File: src/rtl/mc_sequencer.sv
// Multi-cycle fetch/decode/exec/mem/wb step controller with cop0 exception and interrupt entry.
// Define MC_PERF_CNT_EN to build the 32-bit instret/cycles performance counters.
module mc_sequencer #(
  parameter int MEM_TIMEOUT = 15,
  parameter int TO_W        = 4
) (
  input  logic        clk,
  input  logic        rest,
  input  logic [2:0]  ins_class,
  input  logic        mem_ready,
  input  logic        irq,
  input  logic        irq_en,
  output logic        imem_req,
  output logic        ir_wr,
  output logic        dmem_req,
  output logic        dmem_we,
  output logic        reg_wr_en,
  output logic        cop_wr_en,
  output logic        pc_wr,
  output logic [1:0]  pc_src,
  output logic        exc_req,
  output logic [1:0]  exc_code,
  output logic        retire,
  output logic [2:0]  state,
  output logic [31:0] instret,
  output logic [31:0] cycles
);

  typedef enum logic [2:0] {
    IDLE   = 3'd0,
    FETCH  = 3'd1,
    DECODE = 3'd2,
    EXEC   = 3'd3,
    MEM    = 3'd4,
    WB     = 3'd5,
    EXC    = 3'd6,
    BAD    = 3'd7
  } state_t;

  localparam logic [2:0] CL_ALU    = 3'd0;
  localparam logic [2:0] CL_LOAD   = 3'd1;
  localparam logic [2:0] CL_STORE  = 3'd2;
  localparam logic [2:0] CL_BRANCH = 3'd3;
  localparam logic [2:0] CL_JUMP   = 3'd4;
  localparam logic [2:0] CL_COP    = 3'd5;

  localparam logic [1:0] EC_ILLEGAL = 2'd1;
  localparam logic [1:0] EC_TIMEOUT = 2'd2;
  localparam logic [1:0] EC_IRQ     = 2'd3;

  localparam logic [TO_W-1:0] TO_LAST = TO_W'((MEM_TIMEOUT > 0) ? MEM_TIMEOUT - 1 : 0);

  state_t          state_q;
  logic [2:0]      cls_q;
  logic [1:0]      exc_q;
  logic [TO_W-1:0] to_cnt;
  logic            timed_out;
  logic            take_irq;

  // A zero MEM_TIMEOUT never fires, so the counter is free to wrap while waiting.
  assign timed_out = (MEM_TIMEOUT != 0) && !mem_ready && (to_cnt == TO_LAST);
  assign take_irq  = irq & irq_en;
  assign state     = state_q;

  always_ff @(posedge clk or negedge rest) begin
    if (!rest) begin
      state_q <= IDLE;
      cls_q   <= '0;
      exc_q   <= '0;
      to_cnt  <= '0;
    end else begin
      to_cnt <= '0;
      case (state_q)
        IDLE: state_q <= FETCH;
        FETCH: begin
          if (mem_ready) begin
            state_q <= DECODE;
          end else if (timed_out) begin
            state_q <= EXC;
            exc_q   <= EC_TIMEOUT;
          end else begin
            to_cnt <= to_cnt + 1'b1;
          end
        end
        DECODE: begin
          cls_q <= ins_class;
          if (ins_class[2:1] == 2'b11) begin
            state_q <= EXC;
            exc_q   <= EC_ILLEGAL;
          end else begin
            state_q <= EXEC;
          end
        end
        EXEC: begin
          case (cls_q)
            CL_ALU, CL_COP:    state_q <= WB;
            CL_LOAD, CL_STORE: state_q <= MEM;
            default: begin
              state_q <= take_irq ? EXC : FETCH;
              if (take_irq) exc_q <= EC_IRQ;
            end
          endcase
        end
        MEM: begin
          if (mem_ready) begin
            if (cls_q == CL_STORE) begin
              state_q <= take_irq ? EXC : FETCH;
              if (take_irq) exc_q <= EC_IRQ;
            end else begin
              state_q <= WB;
            end
          end else if (timed_out) begin
            state_q <= EXC;
            exc_q   <= EC_TIMEOUT;
          end else begin
            to_cnt <= to_cnt + 1'b1;
          end
        end
        WB: begin
          state_q <= take_irq ? EXC : FETCH;
          if (take_irq) exc_q <= EC_IRQ;
        end
        EXC:     state_q <= FETCH;
        default: state_q <= IDLE;
      endcase
    end
  end

  // Moore decode; only the handshake-completion strobes look at mem_ready.
  always_comb begin
    imem_req  = 1'b0;
    ir_wr     = 1'b0;
    dmem_req  = 1'b0;
    dmem_we   = 1'b0;
    reg_wr_en = 1'b0;
    cop_wr_en = 1'b0;
    pc_wr     = 1'b0;
    pc_src    = 2'd0;
    exc_req   = 1'b0;
    exc_code  = 2'd0;
    retire    = 1'b0;
    case (state_q)
      FETCH: begin
        imem_req = 1'b1;
        ir_wr    = mem_ready;
      end
      EXEC: begin
        if (cls_q == CL_BRANCH || cls_q == CL_JUMP) begin
          pc_wr  = 1'b1;
          pc_src = 2'd1;
          retire = 1'b1;
        end
      end
      MEM: begin
        dmem_req = 1'b1;
        dmem_we  = (cls_q == CL_STORE);
        if (mem_ready && cls_q == CL_STORE) begin
          pc_wr  = 1'b1;
          retire = 1'b1;
        end
      end
      WB: begin
        reg_wr_en = (cls_q == CL_ALU) || (cls_q == CL_LOAD);
        cop_wr_en = (cls_q == CL_COP);
        pc_wr     = 1'b1;
        retire    = 1'b1;
      end
      EXC: begin
        exc_req  = 1'b1;
        pc_wr    = 1'b1;
        pc_src   = 2'd2;
        exc_code = exc_q;
      end
      default: ;
    endcase
  end

`ifdef MC_PERF_CNT_EN
  always_ff @(posedge clk or negedge rest) begin
    if (!rest) begin
      instret <= '0;
      cycles  <= '0;
    end else begin
      cycles <= cycles + 32'd1;
      if (retire) instret <= instret + 32'd1;
    end
  end
`else
  assign instret = '0;
  assign cycles  = '0;
`endif

endmodule

File: config.mk
export PLATFORM = sky130hd
export DESIGN_NAME = mc_sequencer
export DESIGN_NICKNAME = d
export VERILOG_FILES = /design/src/rtl/mc_sequencer.sv
export SDC_FILE = /design/constraint.sdc
export NUM_CORES = 1
export LEC_CHECK = 0
export ABC_CLOCK_PERIOD_IN_PS = 4500
export BUFFER_PORTS_ARGS = -buffer_cell sky130_fd_sc_hd__buf_2
export CAP_MARGIN = 30
export CORE_ASPECT_RATIO = 1.2
export CORE_UTILIZATION = 29
export CTS_CLUSTER_DIAMETER = 50
export DETAILED_ROUTE_END_ITERATION = 16
export GPL_TIMING_DRIVEN = 0
export PLACE_DENSITY_LB_ADDON = 0.25
export SYNTH_ARGS = -nofsm -noshare
export SYNTH_HDL_FRONTEND = slang
export SYNTH_SLANG_ARGS = --single-unit
File: constraint.sdc
create_clock -name clk -period 4.5 [get_ports clk]
set_input_delay 0 -clock clk [delete_from_list [all_inputs] [get_ports clk]]
set_output_delay 0 -clock clk [all_outputs]
set_load 0.02 [all_outputs]
==> results of run 1 <==
## per-stage QoR
stage	setup WS (ns)	power, W	area [um^2]
4_1_cts	2.49	0.000836	1940
2_1_floorplan	2.47	0.000597	1670
3_5_place_dp	2.70	0.000713	1860
6_report	2.44	0.000837	1940
5_1_grt	2.26	0.000906	1940
3_3_place_gp	2.67	0.000711	1860
## how the worst min path moves through the flow
stage                       from        end  slack, ns  cells past startpoint
floorplan                   rest   cls_q[0]      -0.30                      0
CTS                 ins_class[1]   cls_q[1]       0.06                      2
global route        ins_class[1]   cls_q[1]       0.07                      2
finish              ins_class[1]   cls_q[1]       0.06                      2
detailed placement          rest  to_cnt[0]      -0.10                      1
global placement            rest  to_cnt[0]      -0.11                      1
## placed cells by master (no fill, tap or decap), types with 3 or more instances in the layout
| cell | instances |
|---|---|
| sky130_fd_sc_hd__nor2b_1 | 3 |
| sky130_fd_sc_hd__conb_1 | 64 |
| sky130_fd_sc_hd__buf_2 | 25 |
| sky130_fd_sc_hd__clkbuf_8 | 4 |
| sky130_fd_sc_hd__buf_4 | 65 |
| sky130_fd_sc_hd__a31oi_1 | 3 |
| sky130_fd_sc_hd__nand2_1 | 11 |
| sky130_fd_sc_hd__o211ai_1 | 3 |
| sky130_fd_sc_hd__mux2_2 | 3 |
| sky130_fd_sc_hd__nand3_1 | 4 |
| sky130_fd_sc_hd__dfrtp_1 | 12 |
| sky130_fd_sc_hd__and2_1 | 3 |
| sky130_fd_sc_hd__inv_1 | 3 |
| sky130_fd_sc_hd__a21oi_1 | 3 |
| sky130_fd_sc_hd__clkbuf_1 | 6 |
| sky130_fd_sc_hd__nand2b_1 | 4 |
| sky130_fd_sc_hd__nor2_1 | 10 |
| sky130_fd_sc_hd__o21ai_0 | 8 |
| sky130_fd_sc_hd__nor3b_1 | 3 |
| sky130_fd_sc_hd__o221ai_1 | 3 |
## cell families (layout without fill, tap and decap cells)
group	after synthesis	after routing	share of synthesized area, %
buf+inv	77	106	37.8
simple gates	48	48	18.1
compound gates	33	33	16.3
flops	12	12	20.9
mux	5	5	3.74
fa+ha+maj	2	2	1.74
xor+xnor	2	2	1.22
other cells	1	64	0.261
## sequential cells by signal (all words and copies together), names as in the netlist
| register | flops |
|---|---|
| cls_q | 3 |
| exc_q | 2 |
| state | 3 |
| to_cnt | 4 |
## layout make-up
cell class,instances,area [um^2]
plain buffers,74,532
inverters,3,11.3
multi-input cells,154,831
fillers,519,2730
well taps,58,72.6
repair buffers,25,135
flip-flops and latches,12,300
clock buffers,4,55.1
## power by group
group	switching (W)	internal, W
Clock	0.0000409	0.0000773
Combinational	0.000335	0.000216
Sequential	0.0000248	0.000143
Total	0.000401	0.000437
## cell usage after synthesis (3+ instances only)
library cell / n
sky130_fd_sc_hd__a21oi_1: 3
sky130_fd_sc_hd__a31oi_1: 3
sky130_fd_sc_hd__and2_1: 3
sky130_fd_sc_hd__buf_4: 65
sky130_fd_sc_hd__clkbuf_1: 6
sky130_fd_sc_hd__dfrtp_1: 12
sky130_fd_sc_hd__inv_1: 3
sky130_fd_sc_hd__mux2_2: 3
sky130_fd_sc_hd__nand2_1: 11
sky130_fd_sc_hd__nand2b_1: 4
sky130_fd_sc_hd__nand3_1: 4
sky130_fd_sc_hd__nor2_1: 10
sky130_fd_sc_hd__nor2b_1: 3
sky130_fd_sc_hd__nor3b_1: 3
sky130_fd_sc_hd__o211ai_1: 3
sky130_fd_sc_hd__o21ai_0: 8
sky130_fd_sc_hd__o221ai_1: 3
## repair_timing
action	in CTS	in global routing
buffers inserted	0	0
hold endpoints to repair	13	0
hold buffers	2	0
## routing by layer
layer  track usage, %  routed length, um  vias to the layer above
li1                 -                  -                      673
met1             14.7               1260                      548
met2             20.1               1490                       70
met3             2.16                255                        7
met4             4.47                 61                        0
met5                0                  0                        -
==> results.txt, run 1 <==
----------------------------------------------------
[Yosys]
  Number of synthesized flops with an enable pin ... 0
  Synthesis-stage register bit count ... 12
  Leading register cell type out of synthesis ... sky130_fd_sc_hd__dfrtp_1
  Syn_area_per_cell ... 7.99 um^2
  Mapped Cells ... 180
  Top cell type by total area after synthesis ... sky130_fd_sc_hd__buf_4
  Seq/Total Area, Yosys ... 20.9%
  Mapped Area ... 1440 um^2
  Count of warnings emitted by yosys ... 0
  Distinct cell type count of the synthesized netlist ... 41
  Share of the synthesized area in the top cell type ... 33.9%
  Fraction of registers with async set or reset after synthesis ... 100%
  Ranking of synthesized cells by area ... sky130_fd_sc_hd__buf_4, sky130_fd_sc_hd__dfrtp_1, sky130_fd_sc_hd__nand2_1

[Global routing]
  Global-route usage over all layers ... 11.9%
  Aggregate global routing overflow ... 0
  Number of antenna violations at the first check in global routing ... 0
  Global-route wire length before repair ... 4.91 mm
  Vias in the first global route ... 1050
  Maximum number of pins on one net before global-route repair ... 13

[Clock network]
  CTS H-tree lvls ... 1
  Clock-pin slew reported for the worst setup and hold paths after clock tree synthesis ... ~0.06 ns
  CTS resizes ... 0
  Number of buffers created by CTS ... 3
  Library cell used as clock root buffer ... sky130_fd_sc_hd__clkbuf_8
  Clock buffer depth ... 2
  CTS tree ... yes
  Clock Sink Count ... 12
  Insertion delay of the later-clocked pin in the worst-skew pair ... 0.24 ns

[Setup path]
  Worst Setup End Kind ... output port
  End of the critical path ... cop_wr_en
  Critical-path top delay cell ... sky130_fd_sc_hd__dfrtp_1
  Endpoint of the lowest-slack register-to-register path ... state[1]
  Critical setup path kind ... reg -> out
  Worst Path Required ... about 4.5 ns
  Arrival time at the worst endpoint ... 2.06 ns
  Startpoint type of the worst setup path ... flop
  CP most frequent cell ... sky130_fd_sc_hd__clkbuf_1
  Path length in cells of the critical path ... 4
  Ordered list of cells on the worst path ... clkbuf_1 -> clkbuf_1 -> nor4b_1 -> buf_2
  CP bufs+invs ... 3
  Critical path origin ... state[0]
  Cell family contributing the most delay on the critical path ... buffers and inverters
  Largest stage delay on the critical path ... slightly below 0.5 ns
  Reg-to-reg critical path startpoint ... state[0]
  Depth of the most critical reg-to-reg path ... 5
  Setup slack of the most critical reg-to-reg path ... 2.63 ns
  CP max FO ... 10

[Floorplan]
  Core region area ... 4660 um^2
  Number of top-level design ports ... 88
  Width of the die ... 66.3 um
  Overall die height ... 79.1 um
  Initial cell density of the core ... 30.8%
  Die outline area ... 5240 um^2
  # rows ... 27

[Timing]
  RSZ-0062 raised after global routing ... no
  Tcrit/Tclk final ... 45.7%
  Worst hold-check slack ... 0.0573 ns
  Hold Violations, Final ... 0
  Count of endpoints failing setup in the final report ... 0
  Final period demand of the worst path ... 2.06 ns
  Setup TNS ... 0 ns
  Count of final max-slew check failures ... 0
  Maximum clock rate ... 486 MHz
  Clock skew ... about 0.0038 ns
  Worst-margin pin slew ... 0.618 ns
  Worst rel slew slack ... 58.7%

[Cells and area]
  Final Util ... 41.5%
  Layout cell share with drive strength beyond 1 ... around 37%
  Number of antenna diodes ... 0
  Fin cells ... 330
  Final net count ... 283
  Layout overhead on the synthesized area ... 34.7%

[Power]
  Worst voltage drop across the vdd grid ... 132 uV
  Leakage dissipation ... 1.08 nW
  Power density relative to cell area ... 432 nW/um^2

[Place]
  Routability cong. ... 0.906
  Total of buffers placed on input and output ports ... 23
  Post-detail-place hpwl ... roughly 2.4 mm
  Inst Count DP ... 324

[Routing]
  Post-DR vias/cell ... 3.93
  Antenna viol nets, final ... 0
  1st-pass router iterations ... 4
  Total via count in the routed design ... approximately 1300
  Wire per inst ... between 9 and 10 um
  Total routed wirelength ... 3.07 mm
  DRC errors left ... 0
  Number of violations reported at the end of detailed-routing iteration 0 ... 35

[Flow run]
  Max cap viols ... 0

[Status]
  Run status ... finished, final reports clean

[Hold path]
  Worst hold-check path type ... in -> reg

----------------------------------------------------
No activity file was read; power rests on OpenSTA's default activity.
==> run 2: changes to the inputs <==
- ABC_CLOCK_PERIOD_IN_PS: 4500 -> 1900
- clock period: 4.5 -> 1.9 ns (I/O delays scaled with it)
==> results.txt, run 2 (synthesis results as in run 1) <==
----------------------------------------------------
[Flow run]
  Max cap viols ... 0

[Cells and area]
  Number of antenna diodes ... 0
  Largest register by flop count ... to_cnt
  Final net count ... 283
  Sequential cell area ... 300 um^2
  Count of fill cells added during filler insertion ... 451
  Multi-input gate area ... 841 um^2
  Commonest cells after routing, fill and taps aside ... sky130_fd_sc_hd__buf_4, sky130_fd_sc_hd__conb_1, sky130_fd_sc_hd__buf_2
  Most common library cell in the layout ignoring fill and taps ... sky130_fd_sc_hd__buf_4
  Flip-flop count of the largest register, all copies and words added ... 4
  Layout overhead on the synthesized area ... 35.7%
  Fin cells ... 330
  Layout cell share with drive strength beyond 1 ... 38.6%

[Setup path]
  Reg-to-reg critical path startpoint ... cls_q[2]
  Worst Path Required ... 2.06 ns
  CP max FO ... 10
  Endpoint of the lowest-slack register-to-register path ... exc_q[0]
  Ordered list of cells on the worst path ... buf_2 -> or3b_4 -> a32o_1 -> or2_1 -> o31ai_2
  Critical-path top delay cell ... sky130_fd_sc_hd__or3b_4
  Critical setup path kind ... reg -> reg
  Depth of the most critical reg-to-reg path ... 5
  Largest stage delay on the critical path ... 0.41 ns
  Setup slack of the most critical reg-to-reg path ... ~0.13 ns
  Startpoint type of the worst setup path ... flop
  Arrival time at the worst endpoint ... approximately 1.9 ns
  Worst Setup End Kind ... flop

[Timing]
  Maximum clock rate ... 566 MHz
  RSZ-0062 raised after global routing ... no
  Count of final max-slew check failures ... 0
  Final period demand of the worst path ... 1.77 ns
  Tcrit/Tclk final ... around 93%
  Worst-margin pin slew ... ~0.59 ns
  Count of endpoints failing setup in the final report ... 0
  Setup TNS ... 0 ns
  Hold Violations, Final ... 0
  Worst rel slew slack ... 60.3%
  Clock skew ... ~0.0024 ns

[Global routing]
  Global-route wire length before repair ... 4.55 mm
  Maximum number of pins on one net before global-route repair ... 13
  Vias in the first global route ... 1001
  Aggregate global routing overflow ... 0
  Number of antenna violations at the first check in global routing ... 0
  Global-route usage over all layers ... 11.2%

[Power]
  Leakage dissipation ... about 1.1 nW
  Power density relative to cell area ... 1020 nW/um^2
  Worst voltage drop across the vdd grid ... 358 uV

[Routing]
  Antenna viol nets, final ... 0
  Routed metal-1 wire length ... between 1 and 1.5 mm
  Routed length on met3 ... 237 um
  Post-DR vias/cell ... about 4.0
  DRC errors left ... 0
  Total routed wirelength ... roughly 3.1 mm
  1st-pass router iterations ... 4
  Wire per inst ... approximately 9.3 um
  Top routing layer in use ... met4
  Number of violations reported at the end of detailed-routing iteration 0 ... 52
  Total via count in the routed design ... 1305
  Routed met2 length ... ~1.5 mm

[Clock network]
  Insertion delay of the later-clocked pin in the worst-skew pair ... 0.24 ns
  CTS tree ... yes
  Clock buffer depth ... 2
  Clock Sink Count ... 12
  Clock-pin slew reported for the worst setup and hold paths after clock tree synthesis ... 0.05 ns
  Number of buffers created by CTS ... 3
  CTS H-tree lvls ... 1
  Library cell used as clock root buffer ... sky130_fd_sc_hd__clkbuf_8

[Hold path]
  Worst hold-check path type ... in -> reg
  Hold depth ... 2
  Hold endpoint ... cls_q[1]
  Startpoint of the lowest-slack hold path ... ins_class[1]

[Status]
  Run status ... finished, final reports clean

[Floorplan]
  Width of the die ... 66.3 um
  Initial cell density of the core ... 30.8%
  Overall die height ... 79.1 um
  # rows ... 27
  Die outline area ... between 5000 and 6000 um^2
  Core region area ... 4660 um^2
  Number of top-level design ports ... 88

[Place]
  Total of buffers placed on input and output ports ... 23
  Routability cong. ... 0.892
  Post-detail-place hpwl ... 2.45 mm
  Inst Count DP ... ~320

----------------------------------------------------
## run 2: cell counts in the layout (fill, tap and decap cells not counted)
No cell type changed its count.
## run 2: worst max-delay path by stage
stage	from	end	depth (start not counted)
2_1_floorplan	state[1]	to_cnt[2]	4
3_3_place_gp	state[0]	state[1]	5
3_5_place_dp	state[0]	state[1]	5
4_1_cts	state[1]	pc_wr	5
5_1_grt	state[1]	exc_q[1]	4
6_report	cls_q[2]	exc_q[0]	5
## run 2: area by class of cell
type	count	share of cell area [%]
buffer	74	27.5
timing repair buffer	25	6.93
tap	58	3.72
multi-input combinational	154	43.1
sequential	12	15.4
clock buffer	4	2.82
inverter	3	0.577
## run 2: power breakdown
part,switching [W],internal (W)
logic,0.000794,0.000525
clock network,0.0000983,0.000183
registers,0.0000597,0.000338
total,0.000952,0.00105
## run 2: what timing repair did
item,in CTS,in global routing
hold buffers,2,0
hold endpoints to repair,13,0
endpoints found under the setup margin,5,7
setup buffers,0,0
gates resized for setup,1,5
## run 2: routing by layer
metal,up-vias,track usage (%)
met4,0,5.96
met3,7,1.58
met5,-,0
met2,63,18.6
met1,561,13.9
li1,674,-
## run 2: worst max-delay path, delay by kind of cell (launching register included)
family | cells | cell delay [ns]
AO/OA/AOI/OAI | 2 | 0.51
buffers and inverters | 1 | 0.17
flip-flops | 1 | 0.35
AND/OR/NAND/NOR | 2 | 0.65
## run 2: metrics by stage
step | setup slack (ns) | power [W] | cell area [um^2] | utilization [%] | hold WS [ns]
after floorplan | 0.0491 | 0.00142 | 1680 | - | -0.296
after global placement | 0.0887 | 0.00169 | 1870 | 40.0 | -0.105
after detailed placement | 0.114 | 0.00169 | 1870 | 40.0 | -0.0987
after CTS | 0.0161 | 0.00199 | 1940 | 41.7 | 0.0545
after global routing | 0.00278 | 0.00215 | 1950 | 41.8 | 0.0633
final | 0.134 | 0.00200 | 1950 | 41.8 | 0.0621
